File: src/rtl/jt12_i2s_tx.sv
// jt12_i2s_tx: Philips I2S transmitter for the YM2612 mixer output, with a one-deep sample buffer
//   clk        : system clock (same as the FM core)
//   rst_n      : asynchronous active-low reset
//   snd_left   : signed 16-bit left sample
//   snd_right  : signed 16-bit right sample
//   snd_sample : sample strobe, new sample on its rising edge
//   i2s_bclk   : bit clock, clk / BCLK_DIV
//   i2s_lrclk  : word select, 0 = left slot, 1 = right slot
//   i2s_data   : serial data, MSB first, one BCLK after the LRCLK change
//   overrun    : one-cycle pulse when an unsent pending sample is replaced
//   underrun   : one-cycle pulse when a frame starts without a new sample
module jt12_i2s_tx #(
    parameter int BCLK_DIV = 4,
    parameter int SLOT_W   = 32
) (
    input  logic        clk,
    input  logic        rst_n,
    input  logic [15:0] snd_left,
    input  logic [15:0] snd_right,
    input  logic        snd_sample,
    output logic        i2s_bclk,
    output logic        i2s_lrclk,
    output logic        i2s_data,
    output logic        overrun,
    output logic        underrun
);
    localparam int DW = $clog2(BCLK_DIV);
    localparam int PW = $clog2(2 * SLOT_W);
    localparam logic [DW-1:0] DIV_MAX  = DW'(BCLK_DIV - 1);
    localparam logic [DW-1:0] DIV_HALF = DW'(BCLK_DIV / 2);
    localparam logic [PW-1:0] POS_MAX  = PW'(2 * SLOT_W - 1);
    localparam logic [PW-1:0] POS_SLOT = PW'(SLOT_W);

    logic [DW-1:0] div_q, div_d;
    logic [PW-1:0] pos_q, pos_d;
    logic          smp_q;
    logic [15:0]   pend_l_q, pend_l_d, pend_r_q, pend_r_d;
    logic          pend_vld_q, pend_vld_d;
    logic [15:0]   frm_l_q, frm_l_d, frm_r_q, frm_r_d;
    logic          bclk_q, lrclk_q, data_q, ovr_q, unr_q;
    logic          tick, load, cap, slot_d, data_d;
    logic [PW-1:0] bit_d, k_d;
    logic [15:0]   word_d;

    always_comb begin
        tick       = div_q == DIV_MAX;
        div_d      = tick ? '0 : div_q + DW'(1);
        pos_d      = !tick ? pos_q : (pos_q == POS_MAX) ? '0 : pos_q + PW'(1);
        load       = tick && pos_q == '0;
        cap        = snd_sample && !smp_q;
        frm_l_d    = (load && pend_vld_q) ? pend_l_q : frm_l_q;
        frm_r_d    = (load && pend_vld_q) ? pend_r_q : frm_r_q;
        pend_l_d   = cap ? snd_left : pend_l_q;
        pend_r_d   = cap ? snd_right : pend_r_q;
        // a capture in the load cycle refills the buffer the load just emptied
        pend_vld_d = cap || (pend_vld_q && !load);
        // one-bit I2S delay: position p carries bit (p-1), so p=0 ends the previous right slot
        bit_d      = (pos_d == '0) ? POS_MAX : pos_d - PW'(1);
        slot_d     = bit_d >= POS_SLOT;
        k_d        = slot_d ? bit_d - POS_SLOT : bit_d;
        word_d     = slot_d ? frm_r_d : frm_l_d;
        data_d     = (k_d[PW-1:4] == '0) && word_d[~k_d[3:0]];
    end

    always_ff @(posedge clk or negedge rst_n) begin
        if (!rst_n) begin
            div_q      <= '0;
            pos_q      <= '0;
            smp_q      <= 1'b0;
            pend_l_q   <= '0;
            pend_r_q   <= '0;
            pend_vld_q <= 1'b0;
            frm_l_q    <= '0;
            frm_r_q    <= '0;
            bclk_q     <= 1'b0;
            lrclk_q    <= 1'b0;
            data_q     <= 1'b0;
            ovr_q      <= 1'b0;
            unr_q      <= 1'b0;
        end else begin
            div_q      <= div_d;
            pos_q      <= pos_d;
            smp_q      <= snd_sample;
            pend_l_q   <= pend_l_d;
            pend_r_q   <= pend_r_d;
            pend_vld_q <= pend_vld_d;
            frm_l_q    <= frm_l_d;
            frm_r_q    <= frm_r_d;
            bclk_q     <= div_d >= DIV_HALF;
            lrclk_q    <= pos_d >= POS_SLOT;
            data_q     <= data_d;
            ovr_q      <= cap && pend_vld_q && !load;
            unr_q      <= load && !pend_vld_q;
        end
    end

    assign i2s_bclk  = bclk_q;
    assign i2s_lrclk = lrclk_q;
    assign i2s_data  = data_q;
    assign overrun   = ovr_q;
    assign underrun  = unr_q;
endmodule
File: config.mk
export PLATFORM = sky130hd
export DESIGN_NAME = jt12_i2s_tx
export DESIGN_NICKNAME = d
export VERILOG_FILES = /design/src/rtl/jt12_i2s_tx.sv
export SDC_FILE = /design/constraint.sdc
export NUM_CORES = 1
export LEC_CHECK = 0
export CAP_MARGIN = 0
export CELL_PAD_IN_SITES_DETAIL_PLACEMENT = 1
export CELL_PAD_IN_SITES_GLOBAL_PLACEMENT = 2
export CORE_UTILIZATION = 38
export DETAILED_ROUTE_END_ITERATION = 6
export GPL_ROUTABILITY_DRIVEN = 0
export PLACE_DENSITY = 0.76
export SYNTH_ARGS = -nofsm -noshare
export SYNTH_HDL_FRONTEND = slang
export SYNTH_SLANG_ARGS = --single-unit
File: constraint.sdc
create_clock -name clk -period 3.9 [get_ports clk]
set_input_delay 0.39 -clock clk [delete_from_list [all_inputs] [get_ports clk]]
set_output_delay 0.39 -clock clk [all_outputs]
set_load 0.05 [all_outputs]
# --- After elaboration in Yosys (flattened, before gate mapping) ---
# Index checks and enable logic that the tools add are counted.
# W data, S select, Z words.
word_totals:
  latch_bits: 0
  ff_bits: 79
  mem_bits_rw: 0
  rom_bits: 0
  output_inout_bits: 5
  n_memories: 0
  inputBits: 35
op_classes:
  n_addsub: 4
  n_lt_le_gt_ge: 4
  div_mod_pow: 0
  shift: 0
  n_reduce_logical: 15
  n_bitwise: 1
  multipliers: 0
  n_eq_ne: 2
  muxes: 10
ops:
  columns: ["op", "n"]
  rows:
  - ["$mux W16", 3]
  - ["$mux W6", 4]
  - ["$ge A6 B6 Y1 const B", 2]
  - ["$logic_not A6 Y1", 2]
  - ["$logic_and A1 B1 Y1", 8]
  - ["$add A6 B1 Y6 const B", 1]
  - ["$eq A6 B6 Y1 const B", 1]
  - ["$sub A6 B1 Y6 const B", 1]
  - ["$sub A6 B6 Y6 const B", 1]
  - ["$lt A4 B5 Y1 const B", 1]
  - ["$bmux W1 S4", 1]
  - ["$not A4 Y4", 1]
  - ["$logic_not A1 Y1", 3]
  - ["$add A2 B1 Y2 const B", 1]
  - ["$eq A2 B2 Y1 const B", 1]
  - ["$ge A2 B2 Y1 const B", 1]
  - ["$logic_not A2 Y1", 1]
  - ["$mux W2", 1]
  - ["$logic_or A1 B1 Y1", 1]
  - ["$mux W1", 1]

# --- Depth between registers and ports, before layout ---
# Gate-level depths: netlist of run 1.
depth:
  ltp_word: 11
  mapped_depth: 13
  ltp_nobuf: 10

# --- Worst setup path before layout of run 1 ---
# OpenSTA, ideal clock, no wires.
synth_timing:
  path_kind: "flip-flop to flip-flop"
  startpoint: "reg, netlist name i2s_bclk"
  endpoint: "reg data_q (netlist: i2s_data)"
  stages_incl_launch_ff: 12
  required_ns: 3.767
  path_buffers: 1
  setup_ns: 0.133
  synth_period_minus_slack_ns: 2.934
  slack_ns: 0.966
  arrival_time_ns: 2.801
  cell_sequence: "dfrtp_1 -> ha_1 -> buf_6 -> or2_1 -> o311ai_2 -> ha_1 -> nand2_1 -> a21o_1 -> a21oi_2 -> mux2_2 -> a32oi_1 -> nand4_2"
synth_lines:
  columns: ["item", "line_no", "source"]
  rows:
  - ["to (signal assigned)", "91", "data_q <= data_d;"]
  - ["to (decl)", "40", "logic bclk_q, lrclk_q, data_q, ovr_q, unr_q;"]

# --- Worst setup path after layout of run 1 ---
layout_timing:
  startpoint: "reg pos_q[0]"
  endpoint: "reg data_q (netlist: i2s_data)"
layout_via:
  elab_chain_cells: 11
  elab_cells_between_ends: 21
  cone_classes: "add/sub: 3; order compare: 1; eq/ne: 1; mux: 9; bitwise: 1; reduce/logical: 6"
layout_rtl:
  columns: ["item", "line_no", "source"]
  rows:
  - ["from (decl)", "35", "logic [PW-1:0] pos_q, pos_d;"]
  - ["from (signal assigned)", "82", "pos_q <= pos_d;"]
  - ["$add A6 B1 Y6 or $eq A6 B6 Y1 (tied branches)", "48", "pos_d = !tick ? pos_q : (pos_q == POS_MAX) ? '0 : pos_q + PW'(1);"]
  - ["$mux W6 (2 in series)", "48", null]
  - ["$sub A6 B1 Y6 or $logic_not A6 Y1 (tied branches)", "58", "bit_d = (pos_d == '0) ? POS_MAX : pos_d - PW'(1);"]
  - ["$mux W6", "58", null]
  - ["$sub A6 B6 Y6 or $ge A6 B6 Y1 (tied branches)", "60, 59", null]
  - ["$mux W6", "60", "k_d = slot_d ? bit_d - POS_SLOT : bit_d;"]
  - ["$not A4 Y4", "62", "data_d = (k_d[PW-1:4] == '0) && word_d[~k_d[3:0]];"]
  - ["$bmux W1 S4", "62", null]
  - ["$mux W1 (not written as such)", "62", null]
  - ["$logic_and A1 B1 Y1 *", "62", null]
  - ["named net data_d", "41", "logic tick, load, cap, slot_d, data_d;"]
# Mark *: on every way through the listed nets, which the timed path passes. The rest lies on a longest branch. The select of a mux whose other input is x is not followed.
# A chain may end at the register's enable or synchronous reset.

==> flow_metrics.py, run 1 <==
metrics = {
    "run_status": {
        "run_status": "finished clean",
    },
    "critical_path": {
        "r2r_slack_ps": 770,
        "r2r_start": "pos_q[0]",
        "start_kind": "register",
        "worst_setup_path_end_kind": "register",
        "r2r_end": "i2s_data",
        "endpoint": "i2s_data",
        "crit_arrival_ps": 3360,
        "crit_required_ps": 4130,
        "crit_fanout": 9,
        "r2r_cells": 10,
        "setup.worst_path.start": "pos_q[0]",
        "criticalPathCategory": "register to register",
    },
    "sta": {
        "worst_slack_ps": 774,
        "finalHoldViolations": 0,
        "max-slew-margin-rel": 0.334,
        "finalSetupViolations": 0,
        "slew_violations": 0,
        "timing_worst_slew_pin_value_ps": 999,
        "fin_setup_tns_ps": 0,
        "fin_skew_ps": 7.86,
        "period_minus_slack_ps": 3130,
        "grt_setup_unrepaired": "false",
        "fmax_ghz": 0.320,
        "fin_crit_sh": 0.801,
    },
    "yosys": {
        "synth_cells": 332,
        "synth.area.top_cells": "dfrtp_1 (52%), mux2_2 (13%), nand2_1 (7.9%), mux2i_1 (3.7%), ha_1 (1.7%)",
        "ys_seq_area_frac": 0.518,
        "yosys_warnings": 0,
        "synth-edff-count": 0,
        "synth_seq_cells": 78,
        "syn-num-nets": 372,
        "synthDistinctLibCells": 56,
        "async_reset_ff_frac": 1.00,
        "syn_avg_cell_area_um2": 11.4,
        "syn_area_um2": 3770,
        "synthFlopType": "dfrtp_1",
        "synth_top_cell_by_area": "dfrtp_1",
        "synth_top_cell_area_share": 0.518,
    },
    "floorplan": {
        "core_um2": 9420,
        "die_area_um2": 10300,
        "die_w_um": 102,
        "fp.dieH_um": 102,
        "start_util": 0.400,
        "io_pins": 40,
        "rows": 35,
    },
    "clock_tree": {
        "clk_latency_ps": 350,
        "ctsHoldBuffers": 0,
        "numCtsBuffers": 9,
        "cts_tree": "built",
        "cts_sinks": 78,
        "root_buffer": "clkbuf_8",
        "cts_setup_buffers": 0,
        "htree_levels": 3,
        "ctsResizeCount": 0,
        "clock_path_buffers": 2,
        "clk_pin_slew_ps": 80,
    },
    "grt": {
        "grt_antenna_before_repair": 0,
        "grt_start_max_net_pins": 79,
        "grt_pass1_wl_um": 13100,
        "grt.overflow.total": 0,
        "grt_usage": 0.166,
        "first_global_vias": 2725,
    },
    "placement": {
        "dp_cells": 489,
        "numPortBuffers": 39,
        "dp_hpwl_um": 5320,
        "post-place-ws_ps": 735,
        "place_area_um2": 4260,
    },
    "finish": {
        "layout_common_cells": "nand2_1 (79), dfrtp_1 (78), mux2_2 (42)",
        "area_growth_pct": 17.4,
        "final_common_cell": "nand2_1",
        "fin_nets": 411,
        "stdcell_count": 504,
        "drive_gt1_frac": 0.211,
        "final_design_area_no_fill_um2": 4420,
        "antenna_cells": 0,
    },
    "detailed_routing": {
        "met2WireLength_um": 3720,
        "drt_wl_total_um": 7600,
        "drt_iter0_drc": 60,
        "met1_length_um": 3550,
        "dr.pass1.iters": 4,
        "via_per_inst": 5.07,
        "wl_per_cell_um": 15.1,
        "vias": 2553,
        "drc": 0,
        "top_layer": "met4",
        "dr_wl_met3_um": 217,
        "ant_nets": 0,
    },
    "hold_path": {
        "min-delay-path-class": "input pin to asynchronous set/reset pin",
    },
    "pwr": {
        "ir_drop_v": 0.000163,
        "power_density_nw_per_um2": 377,
        "p_leak_nw": 1.91,
    },
    "run": {
        "drv_cap": 0,
    },
}
-- per-stage QoR --
| stage | utilization | power [mW] | hold slack, ps |
|---|---|---|---|
| 2_1_floorplan | - | 1.06 | 94.4 |
| 3_3_place_gp | 0.452 | 1.15 | 413 |
| 3_5_place_dp | 0.452 | 1.16 | 419 |
| 4_1_cts | 0.470 | 1.70 | 237 |
| 5_1_grt | 0.470 | 1.76 | 272 |
| 6_report | 0.470 | 1.67 | 192 |
-- critical path, stage by stage (launching register included) --
cell and delay, ps:
dfrtp_1 480, ha_1 310, nand2_1 100, o311ai_2 440, ha_1 300, nand2_1 70
a21o_1 190, a21oi_2 360, mux2_2 390, a32oi_1 240, nand4_2 130
-- synthesized netlist by cell type, drive strengths merged, types with 2 or more instances --
cell,n
nand2,79
dfrtp,78
mux2,44
mux2i,14
buf,12
nor2,12
nand3,11
inv,10
clkbuf,6
a21o,5
ha,5
nand2b,5
o211ai,5
xor2,4
a21oi,3
a311o,3
and3,3
nand4,3
o21ai,3
or3,3
mux4,2
nor4,2
o311ai,2
-- cells by family (layout without fill, tap and decap cells) --
family,count (synthesis),after routing,synth area share
xor+xnor,4,4,0.0133
compound gates,31,31,0.0721
buf+inv,28,71,0.0405
simple gates,126,126,0.156
fa+ha+maj,5,5,0.0166
mux,60,60,0.184
flops,78,78,0.518
-- flip-flops by register name, indices dropped and copies added (netlist names) --
name        count
overrun         1
frm_r_q        16
pend_r_q       16
underrun        1
i2s_lrclk       1
pend_l_q       16
frm_l_q        16
i2s_bclk        1
div_q           1
smp_q           1
i2s_data        1
pos_q           6
pend_vld_q      1
-- area by class of cell --
type | count | area [um^2]
Multi-Input combinational cell | 226 | 1670
Clock inverter | 4 | 23.8
Clock buffer | 11 | 141
Sequential cell | 78 | 1950
Timing Repair Buffer | 46 | 440
Inverter | 10 | 37.5
Tap cell | 129 | 161
Fill cell | 1040 | 4990
-- layer usage --
| metal | track usage | vias to the layer above |
|---|---|---|
| li1 | - | 1223 |
| met1 | 0.207 | 1286 |
| met2 | 0.283 | 34 |
| met3 | 0.0373 | 10 |
| met4 | 0.0602 | 0 |
| met5 | 0 | - |
-- power by group --
group / switching [mW] / leakage [nW] / total [mW] / internal (mW)
Combinational: 0.0793 / 0.876 / 0.192 / 0.113
Clock: 0.288 / 0.0889 / 0.531 / 0.243
Sequential: 0.0464 / 0.950 / 0.943 / 0.896
-- worst min-delay path by stage --
stage | start | end
after CTS | rst_n | pend_l_q[14]
after floorplan | rst_n | div_q[0]
final | rst_n | pend_l_q[14]
after global routing | rst_n | frm_l_q[14]
after detailed placement | div_q[0] | div_q[0]
after global placement | div_q[0] | div_q[0]
Note: power is estimated with default switching activity, not from simulation.
==> run 2, diff against run 1 <==
==> constraint.sdc (replaced) <==
create_clock -name clk -period 3.18 [get_ports clk]
set_input_delay 0.318 -clock clk [delete_from_list [all_inputs] [get_ports clk]]
set_output_delay 0.318 -clock clk [all_outputs]
set_load 0.05 [all_outputs]
==> flow_metrics.py, run 2 (synthesized netlist as in run 1, its figures left out) <==
metrics = {
    "grt": {
        "grt_pass1_wl_um": 13600,
        "grt_antenna_before_repair": 0,
        "grt_start_max_net_pins": 79,
        "grt_usage": 0.174,
        "grt.overflow.total": 0,
        "first_global_vias": 2762,
    },
    "placement": {
        "dp_hpwl_um": 5440,
        "numPortBuffers": 39,
        "post-place-ws_ps": 249,
        "place_area_um2": 4300,
        "dp_cells": 493,
    },
    "detailed_routing": {
        "drc": 0,
        "drt_wl_total_um": 7840,
        "via_per_inst": 5.04,
        "drt_iter0_drc": 48,
        "wl_per_cell_um": 15.4,
        "vias": 2564,
        "dr.pass1.iters": 4,
        "ant_nets": 0,
    },
    "clock_tree": {
        "cts_tree": "built",
        "root_buffer": "clkbuf_8",
        "clk_latency_ps": 350,
        "cts_setup_buffers": 0,
        "ctsResizeCount": 0,
        "ctsHoldBuffers": 0,
        "numCtsBuffers": 9,
        "clk_pin_slew_ps": 80,
        "clock_path_buffers": 2,
        "htree_levels": 3,
        "cts_sinks": 78,
    },
    "run_status": {
        "run_status": "finished clean",
    },
    "floorplan": {
        "die_w_um": 102,
        "core_um2": 9420,
        "io_pins": 40,
        "start_util": 0.400,
        "die_area_um2": 10300,
        "rows": 35,
        "fp.dieH_um": 102,
    },
    "finish": {
        "stdcell_count": 509,
        "final_core_util": 0.482,
        "drive_gt1_frac": 0.221,
        "final_common_cell": "nand2_1",
        "layout_common_cells": "nand2_1 (79), dfrtp_1 (78), mux2_2 (42)",
        "final_design_area_no_fill_um2": 4540,
        "antenna_cells": 0,
        "area_growth_pct": 20.5,
        "fin_nets": 415,
    },
    "sta": {
        "fin_setup_tns_ps": 0,
        "fin_crit_sh": 0.924,
        "grt_setup_unrepaired": "false",
        "fmax_ghz": 0.340,
        "fin_skew_ps": 7.89,
        "hold_ws_ps": 123,
        "finalHoldViolations": 0,
        "worst_slack_ps": 240,
        "slew_violations": 0,
        "max-slew-margin-rel": 0.343,
        "timing_worst_slew_pin_value_ps": 985,
        "period_minus_slack_ps": 2940,
        "finalSetupViolations": 0,
    },
    "critical_path": {
        "start_kind": "register",
        "crit_fanout": 13,
        "criticalPathCategory": "register to register",
        "crit_arrival_ps": 3160,
        "crit_required_ps": 3410,
        "worst_setup_path_end_kind": "register",
    },
    "pwr": {
        "finalPower_mw": 2.29,
        "ir_drop_v": 0.000306,
        "p_leak_nw": 1.96,
        "power_density_nw_per_um2": 504,
    },
    "run": {
        "drv_cap": 0,
    },
    "hold_path": {
        "min-delay-path-class": "input pin to asynchronous set/reset pin",
    },
}
run 2: power breakdown:
part	internal [mW]	leakage (nW)	total, mW	switching (mW)
Clock	0.525	0.114	0.893	0.368
Combinational	0.139	0.898	0.237	0.0979
Sequential	1.10	0.950	1.16	0.0612
run 2: final timing paths:
kind / startpoint / to / slack [ps] / depth (start not counted)
max in group asynchronous: rst_n / i2s_data / 2420 / 1
min: rst_n / pend_l_q[14] / 120 / 1
max reg2reg: pos_q[0] / i2s_data / 240 / 11
max: pos_q[0] / i2s_data / 240 / 11
min in group clk: div_q[0] / div_q[0] / 430 / 1
min reg2reg: div_q[0] / div_q[0] / 430 / 1
run 2: worst max-delay path, stage by stage (launching register included):
cell	delay, ps
dfrtp_1	490
ha_2	290
nand2_1	80
o311ai_2	320
ha_1	290
a41oi_2	140
buf_4	240
mux2_1	320
or3_1	310
o211ai_1	100
o32a_2	180
nand4_2	60
run 2: routing by layer:
layer | GRT usage | wire length, um | vias to the layer above
met1 | 0.223 | 3680 | 1290
met4 | 0.0502 | 88 | 0
met5 | 0 | 0 | -
met2 | 0.290 | 3850 | 37
li1 | - | - | 1230
met3 | 0.0442 | 224 | 7
run 2: layout make-up:
type                    instances  area, um^2
inverters                      10        37.5
flip-flops and latches         78        1950
clock buffers                  11         131
clock inverters                 5         106
fillers                      1059        4870
multi-input cells             226        1670
repair buffers                 50         483
well taps                     129         161
